### config.mk
export PLATFORM = sky130hd
export DESIGN_NAME = led_count_ctrl
export DESIGN_NICKNAME = d
export VERILOG_FILES = /design/src/rtl/led_ctrl_pkg.sv /design/src/rtl/led_count_ctrl_tick_gen.sv /design/src/rtl/led_count_ctrl.sv
export SDC_FILE = /design/constraint.sdc
export NUM_CORES = 1
export LEC_CHECK = 0
export CAP_MARGIN = 20
export CORE_MARGIN = 10
export CORE_UTILIZATION = 53
export DETAILED_ROUTE_END_ITERATION = 8
export GPL_TIMING_DRIVEN = 0
export PLACE_DENSITY = 0.74
export SLEW_MARGIN = 10
export SYNTH_ARGS = -nofsm -noshare
export SYNTH_HDL_FRONTEND = slang
export SYNTH_SLANG_ARGS = --single-unit
### constraint.sdc
create_clock -name clock -period 2.4 [get_ports clock]
set_input_delay 0.48 -clock clock [delete_from_list [all_inputs] [get_ports clock]]
set_output_delay 0.48 -clock clock [all_outputs]
set_load 0.01 [all_outputs]
### src/rtl/led_ctrl_pkg.sv
`default_nettype none
// ============================================================================
// Module   : led_ctrl_pkg
// Purpose  : Shared definitions for the LED run-control sequencer: the
//            sequencer state encoding and the dir/mode input encodings.
// Ports    : none (package)
// Revision : 1.0 - initial release
// ============================================================================
package led_ctrl_pkg;

   // Sequencer states, 2-bit encoding
   typedef enum logic [1:0] {
      ST_IDLE = 2'd0,
      ST_RUN  = 2'd1,
      ST_HOLD = 2'd2,
      ST_DONE = 2'd3
   } state_t;

   // Encodings of the dir input
   localparam logic DIR_UP       = 1'b0;
   localparam logic DIR_DOWN     = 1'b1;

   // Encodings of the mode input
   localparam logic MODE_ONESHOT = 1'b0;
   localparam logic MODE_WRAP    = 1'b1;

endpackage : led_ctrl_pkg
`default_nettype wire

### src/rtl/led_count_ctrl_tick_gen.sv
`default_nettype none
// ============================================================================
// Module   : tick_gen
// Purpose  : Prescaler for the LED sequencer. Counts enabled cycles and
//            flags the last cycle of every PRESCALE-cycle period.
// Ports    : clock  - system clock, rising edge
//            reset  - synchronous active-high reset, counter to 0
//            enable - count this cycle (sequencer in RUN)
//            clr    - synchronous counter clear
//            tick   - enable && count == PRESCALE-1 (combinational)
// Revision : 1.0 - initial release
// ============================================================================
module tick_gen #(
   parameter int PRESCALE = 4
) (
   input  logic clock,
   input  logic reset,
   input  logic enable,
   input  logic clr,
   output logic tick
);

   // At least one bit so PRESCALE == 1 still yields a legal counter
   localparam int            CW     = (PRESCALE > 1) ? $clog2(PRESCALE) : 1;
   localparam logic [CW-1:0] c_LAST = CW'(PRESCALE - 1);

   logic [CW-1:0] r_count;

   assign tick = enable && (r_count == c_LAST);

   // Counter holds its value while disabled, which is what lets a paused
   // run resume with the partial period it had already accumulated.
   always_ff @(posedge clock) begin
      if (reset || clr) begin
         r_count <= '0;
      end else if (enable) begin
         r_count <= tick ? '0 : r_count + 1'b1;
      end
   end

endmodule : tick_gen
`default_nettype wire

### src/rtl/led_count_ctrl.sv
`default_nettype none
// ============================================================================
// Module   : led_count_ctrl
// Purpose  : Run-control sequencer for the LED step counter. Steps a WIDTH-
//            bit LED value up or down once per prescaler tick with start,
//            pause/resume, clear, one-shot and wrap modes.
// Ports    : clock - system clock, rising edge
//            reset - synchronous active-high reset, overrides everything
//            start - pulse: launch from IDLE/DONE, resume from HOLD
//            pause - pulse: RUN -> HOLD
//            clear - pulse: abort to IDLE with LED = 0
//            dir   - 0 count up, 1 count down (sampled on tick / launch)
//            mode  - 0 one-shot, 1 wrap (sampled on tick)
//            LED   - current count, registered
//            busy  - high in RUN and HOLD, registered
//            done  - one-cycle pulse on entry to DONE, registered
// Revision : 1.0 - initial release
// ============================================================================
module led_count_ctrl
   import led_ctrl_pkg::*;
#(
   parameter int PRESCALE = 4,
   parameter int WIDTH    = 6,
   parameter int LIMIT    = 63
) (
   input  logic             clock,
   input  logic             reset,
   input  logic             start,
   input  logic             pause,
   input  logic             clear,
   input  logic             dir,
   input  logic             mode,
   output logic [WIDTH-1:0] LED,
   output logic             busy,
   output logic             done
);

   localparam logic [WIDTH-1:0] c_LIMIT = WIDTH'(LIMIT);

   state_t           r_state;
   state_t           w_state_nxt;
   logic [WIDTH-1:0] w_led_nxt;
   logic [WIDTH-1:0] w_step;
   logic             w_terminal;
   logic             w_done_nxt;
   logic             w_tick;
   logic             w_run;
   logic             w_launch;

   assign w_run    = (r_state == ST_RUN);
   // A fresh launch restarts the prescaler period; a resume from HOLD does not.
   assign w_launch = !clear && start && ((r_state == ST_IDLE) || (r_state == ST_DONE));

   tick_gen #(
      .PRESCALE (PRESCALE)
   ) u_tick_gen (
      .clock  (clock),
      .reset  (reset),
      .enable (w_run),
      .clr    (clear || w_launch),
      .tick   (w_tick)
   );

   // Candidate next LED value for a tick, with wrap at both ends, and
   // whether that value is the terminal value for the current direction.
   // Terminal detection looks only at the landed value, so a mid-run dir
   // change never fires it on its own.
   always_comb begin
      w_step     = LED;
      w_terminal = 1'b0;
      if (dir == DIR_UP) begin
         w_step     = (LED == c_LIMIT) ? '0 : LED + 1'b1;
         w_terminal = (w_step == c_LIMIT);
      end else begin
         w_step     = (LED == '0) ? c_LIMIT : LED - 1'b1;
         w_terminal = (w_step == '0);
      end
   end

   // Next state. Priority: clear > start > pause. A tick coinciding with a
   // pause still applies its step; a one-shot terminal step beats the pause.
   always_comb begin
      w_state_nxt = r_state;
      w_led_nxt   = LED;
      w_done_nxt  = 1'b0;
      if (clear) begin
         w_state_nxt = ST_IDLE;
         w_led_nxt   = '0;
      end else begin
         case (r_state)
            ST_IDLE, ST_DONE: begin
               if (start) begin
                  w_state_nxt = ST_RUN;
                  w_led_nxt   = (dir == DIR_DOWN) ? c_LIMIT : '0;
               end
            end
            ST_RUN: begin
               if (w_tick) begin
                  w_led_nxt = w_step;
                  if ((mode == MODE_ONESHOT) && w_terminal) begin
                     w_state_nxt = ST_DONE;
                     w_done_nxt  = 1'b1;
                  end else if (pause) begin
                     w_state_nxt = ST_HOLD;
                  end
               end else if (pause) begin
                  w_state_nxt = ST_HOLD;
               end
            end
            ST_HOLD: begin
               if (start) begin
                  w_state_nxt = ST_RUN;
               end
            end
            default: begin
               w_state_nxt = ST_IDLE;
               w_led_nxt   = '0;
            end
         endcase
      end
   end

   always_ff @(posedge clock) begin
      if (reset) begin
         r_state <= ST_IDLE;
         LED     <= '0;
         busy    <= 1'b0;
         done    <= 1'b0;
      end else begin
         r_state <= w_state_nxt;
         LED     <= w_led_nxt;
         busy    <= (w_state_nxt == ST_RUN) || (w_state_nxt == ST_HOLD);
         done    <= w_done_nxt;
      end
   end

endmodule : led_count_ctrl
`default_nettype wire
Word level (Yosys, flattened, before mapping)
Index checks and enable logic that the tools add are counted.
{ "totals": {"ramBits": 0, "mem_bits_ro": 0, "regBits": 12, "in_bits": 7, "output_inout_bits": 8, "latchBits": 0, "wordCells": 55, "memories": 0} }
{ "op_classes": {"eq_ne": 10, "reduce_logical": 18, "n_div": 0, "order_cmp": 0, "shift": 0, "bitwise": 3, "add_sub_neg": 3, "n_mul": 0, "n_mux": 16} }
{ "ops": {"columns": ["op", "count"], "rows": [
  ["$mux 6", 6],
  ["$eq 6x6->1 const B", 2],
  ["$logic_not 6->1", 2],
  ["$mux 2", 6],
  ["$pmux 6 s2", 1],
  ["$eq 2x2->1 const B", 4],
  ["$add 6x1->6 const B", 1],
  ["$sub 6x1->6 const B", 1],
  ["$eq 2x1->1 const B", 2],
  ["$logic_and 1x1->1", 4],
  ["$logic_or 1x1->1", 4],
  ["$ne 2x2->1 const B", 2],
  ["$pmux 2 s2", 1],
  ["$reduce_or 2->1", 2],
  ["$reduce_or 4->1", 1],
  ["$not 1->1", 3],
  ["$reduce_and 3->1", 1],
  ["$reduce_or 3->1", 1],
  ["$add 2x1->2 const B", 1],
  ["$logic_not 2->1", 1],
  ["$mux 1", 2],
  ["$reduce_bool 2->1", 1],
  ["$logic_not 1->1", 1]
]} }

Depth between registers and ports, before layout
Gate-level depths: netlist of the first run.
{ "logic_depth": {"depth_word": 11, "depth_mapped": 8, "ltp_nobuf": 7} }

Modules after synthesis
Synthesis of the first run repeated with hierarchy kept, for this count alone.
{ "hier_totals": {"cells_unflattened": 133, "area_unflattened_um2": 987.2} }
{ "modules_own_cells": {"columns": ["mod", "area_each_um2", "seq_area_each_um2", "n_inst", "cells_each"], "rows": [
  ["led_count_ctrl", 885.8, 200.2, 1, 124],
  ["tick_gen", 101.3, 40.0, 1, 9]
]} }

Worst setup path after synthesis of the first run
No wires, ideal clock.
{ "synth_path": {"path_kind": "register to register", "startpoint": "register LED[0]", "endpoint": "register r_state[1]", "n_path_buf": 1, "stages_incl_launch_ff": 9, "arrival_ns": 1.841, "setup_slack_ns": 0.480, "period_less_slack_ns": 1.920, "setup_time_ns": 0.079, "t_required_ns": 2.321, "cell_sequence": "dfxtp_1 -> buf_2 -> inv_1 -> ha_1 -> xor2_1 -> a2111oi_2 -> and3_1 -> a21oi_2 -> a211oi_2"} }
{ "synth_via": {"elab_chain_len": 9, "word_cells_on_any_way": 14, "classes_between": "2 x add/sub; 2 x eq/ne; 7 x mux; 3 x reduce/logical"} }
{ "synth_lines": {"columns": ["item", "line", "text"], "rows": [
  ["from (decl)", "led_count_ctrl.sv:33", "output logic [WIDTH-1:0] LED,"],
  ["from (signal assigned)", "led_count_ctrl.sv:131", "LED <= w_led_nxt;"],
  ["$add 6x1->6 (tied with other cells)", "led_count_ctrl.sv:72", "w_step = (LED == c_LIMIT) ? '0 : LED + 1'b1;"],
  ["$mux 6 (on tied branches)", "led_count_ctrl.sv:72, led_count_ctrl.sv:75", null],
  ["$eq 6x6->1 or $logic_not 6->1 (tied branches)", "led_count_ctrl.sv:73, led_count_ctrl.sv:76", null],
  ["$mux 1 (*)", "led_count_ctrl.sv:71", "if (dir == DIR_UP) begin"],
  ["$logic_and 1x1->1 (*)", "led_count_ctrl.sv:100", "if ((mode == MODE_ONESHOT) && w_terminal) begin"],
  ["$mux 2 (*)", "led_count_ctrl.sv:100", null],
  ["$mux 2 (*)", "led_count_ctrl.sv:98", "if (w_tick) begin"],
  ["$pmux 2 s2 (*)", "led_count_ctrl.sv:90", "case (r_state)"],
  ["$mux 2 (*)", "led_count_ctrl.sv:86", "if (clear) begin"],
  ["to (signal assigned)", "led_count_ctrl.sv:130", "r_state <= w_state_nxt;"],
  ["to (decl)", "led_count_ctrl.sv:40", "state_t r_state;"]
]} }
Every way passes the cells marked *; elsewhere a longest branch is shown, timed or not.
A chain may end at the register's enable or synchronous reset.

Worst setup path in the final report of the first run
Ends and elaborated chain as after synthesis.

==> results.ini, run 1 <==
[yosys]
synth_ff_type=dfxtp_1
ys_seq_area_frac=0.234
postSynth.asyncResetShare=0
syn-num-nets=144
synth-warning-count=0
synth_edf_count=0
syn_area_um2=1030
synth_top_area_frac=0.234
synth_area_per_cell_um2=7.89
yosys.area.top_type=dfxtp_1
synth_cells=130
synth_area_leaders=dfxtp_1 23%, ha_1 8.5%, a21oi_1 5.9%
yosys_register_bits=12
synth.distinct_cells=47

[cts]
hold_buffers=0
clock-sinks=12
clock_latency_ns=0.27
clk_path_buf_depth=2
cts.reportedPaths.clkPinSlew_ns=0.06
cts_root_buffer=clkbuf_4
cts_max_level=1
cts_tree=built
cts_buffers=3
cts_resized=0
post_cts_buffers=0

[global_routing]
grt_use_total=0.122
grt_pass1_vias=904
antenna_found_initial=0
grt_max_degree=11
overflow=0
grt_pass1_wl_um=4220

[setup_path]
slowest_stage=dfxtp_1
timing.rr.start=LED[0]
crit_path_cell_trace=buf_2 -> inv_1 -> ha_1 -> xor2_1 -> a2111oi_2 -> and3_1 -> a21oi_2 -> a211oi_2
worstSetupPathType=reg -> reg
r2r_end=r_state[1]
cp-startpoint=LED[0]
cp.required_ns=2.60
critPathCaptureType=flip-flop
cp-start-kind=flip-flop
reg2reg_slack_ns=0.31
cpPeakStageDelay_ns=0.37
cp_num_buf_inv=2
crit_arrival_ns=2.29
reg2reg_depth=8
cp_max_fo=8
critPathTopFamily=compound AO/OA/AOI/OAI gates

[final_layout]
final-seq-area_um2=240
finalNonFillerCells=172
diodes=0
drive_gt1_frac=0.122
fin_nets=163
multi_input_area_um2=708
syn2layout_area_growth_pct=18.9
nFillCells=143
final_cell_mix=14 x clkdlybuf4s50_1, 12 x dfxtp_1, 12 x a21oi_1
layout_commonest_cell=clkdlybuf4s50_1

[floorplanning]
die_y_um=64.0
die_w_um=64.0
io_pins=15
rows=15
dieArea_um2=4100
design.core.area_um2=1780
initial_core_util=0.575

[timing]
setup_viol=0
rsz0062_at_grt=no
finalCritPeriodShare=0.870
period_minus_slack_ns=2.09
slew_violations=0
worst_pin_slew_ns=0.465
finClkSkew_ns=0.000980
relSlewSlack=0.690
timing_hold_violations_final=0
tns_ns=0
max_freq_ghz=0.479

[power]
ir_worst_vdd_mv=0.317
p_total_uw=462
p_leak_uw=0.000439
powerDensity_nw_per_um2=379

[place]
gp_congestion=0.953
dp_cells=169
dp_hpwl_um=1840
place.port_buffers=14

[drt]
vias=1013
drtIter0Drc=47
drtPass1Iterations=4
wl_per_cell_um=13.8
ant_nets=0
drc=0
routed_wirelength_um=2380
routed_via_density=5.89

[hold_path]
min_path_cells=2
holdCritPathClass=reg -> reg
hp-start=u_tick_gen.r_count[1]
hold_end=u_tick_gen.r_count[1]

[job]
maxCapViolCount=0

[status]
status=finished clean

==> flip-flops by register name, indices dropped and copies added, names as in the netlist <==
name                cells
LED                     6
busy                    1
done                    1
r_state                 2
u_tick_gen.r_count      2
==> cells in the mapped netlist, types with 2 or more instances <==
cell type and count:
mux2_2 2, a21oi_1 12, ha_1 7, nand4_1 2, nand2_1 10, nor2_1 7, and2_1 2, buf_4 2
inv_1 7, dfxtp_1 12, nand2b_1 3, a211oi_1 6, buf_2 2, nor2b_1 3, o21ai_0 7, o211ai_1 3
mux2i_1 2, clkbuf_1 4, nor3b_1 2, nor3_1 2, xnor2_1 3, nand3_1 5
==> stage by stage <==
step	hold WS [ns]	util	cell area [um2]	worst slack [ns]
detailed placement	0.536	0.672	1200	0.226
finish	0.548	0.684	1220	0.312
floorplan	0.505	-	1030	0.480
global route	0.597	0.684	1220	0.136
CTS	0.546	0.684	1220	0.307
global placement	0.517	0.672	1200	0.229
==> power breakdown <==
group	leakage, uW	internal [uW]	switching [uW]
combinational	0.000328	59.1	72.3
clock	0.0000138	58.1	60.2
sequential	0.0000976	206	6.52
==> layout make-up <==
cell class	instances	area share
plain buffers	9	0.0421
clock buffers	3	0.0185
inverters	7	0.0215
multi-input cells	102	0.581
flip-flops and latches	12	0.197
well taps	25	0.0256
repair buffers	14	0.115
==> kinds of logic after synthesis <==
logic type | after synthesis | share of synthesized area
simple gates | 45 | 0.250
xor+xnor | 4 | 0.0342
compound gates | 42 | 0.279
mux | 4 | 0.0415
buf+inv | 16 | 0.0756
flops | 12 | 0.234
fa+ha+maj | 7 | 0.0854
==> routing by layer <==
metal  track usage  up-vias  routed length (um)  part of all wire
met2         0.172       49                1010              0.43
met4        0.0437        0                  28             0.012
li1              -      508                   -                 -
met5             0        -                   0                 0
met1         0.164      452                1100              0.46
met3        0.0453        4                 237              0.10
==> worst register-to-register path, cell delays in order (launching register included) <==
cell and delay (ns):
dfxtp_1 0.37, buf_2 0.21, inv_1 0.11, ha_1 0.28, xor2_1 0.18, a2111oi_2 0.33
and3_1 0.26, a21oi_2 0.11, a211oi_2 0.18
==> how the worst max path moves through the flow <==
| stage | endpoint | slack [ns] | depth (start not counted) |
|---|---|---|---|
| after floorplan | r_state[1] | 0.48 | 8 |
| after global placement | busy | 0.23 | 7 |
| after detailed placement | LED[2] | 0.23 | 6 |
| after CTS | done | 0.31 | 8 |
| after global routing | r_state[1] | 0.14 | 8 |
| final | r_state[1] | 0.31 | 8 |
No activity file was read; power rests on OpenSTA's default activity.
==> inputs of run 2 (changes only) <==
--- a/config.mk
+++ b/config.mk
@@ -8,6 +8,7 @@
 export CAP_MARGIN = 20
 export CORE_MARGIN = 10
 export CORE_UTILIZATION = 53
+export CTS_CLUSTER_SIZE = 28
 export DETAILED_ROUTE_END_ITERATION = 8
 export GPL_TIMING_DRIVEN = 0
 export PLACE_DENSITY = 0.74
==> results of run 2 <==
No change in the layout: final DEF, timing and power equal those of run 1.
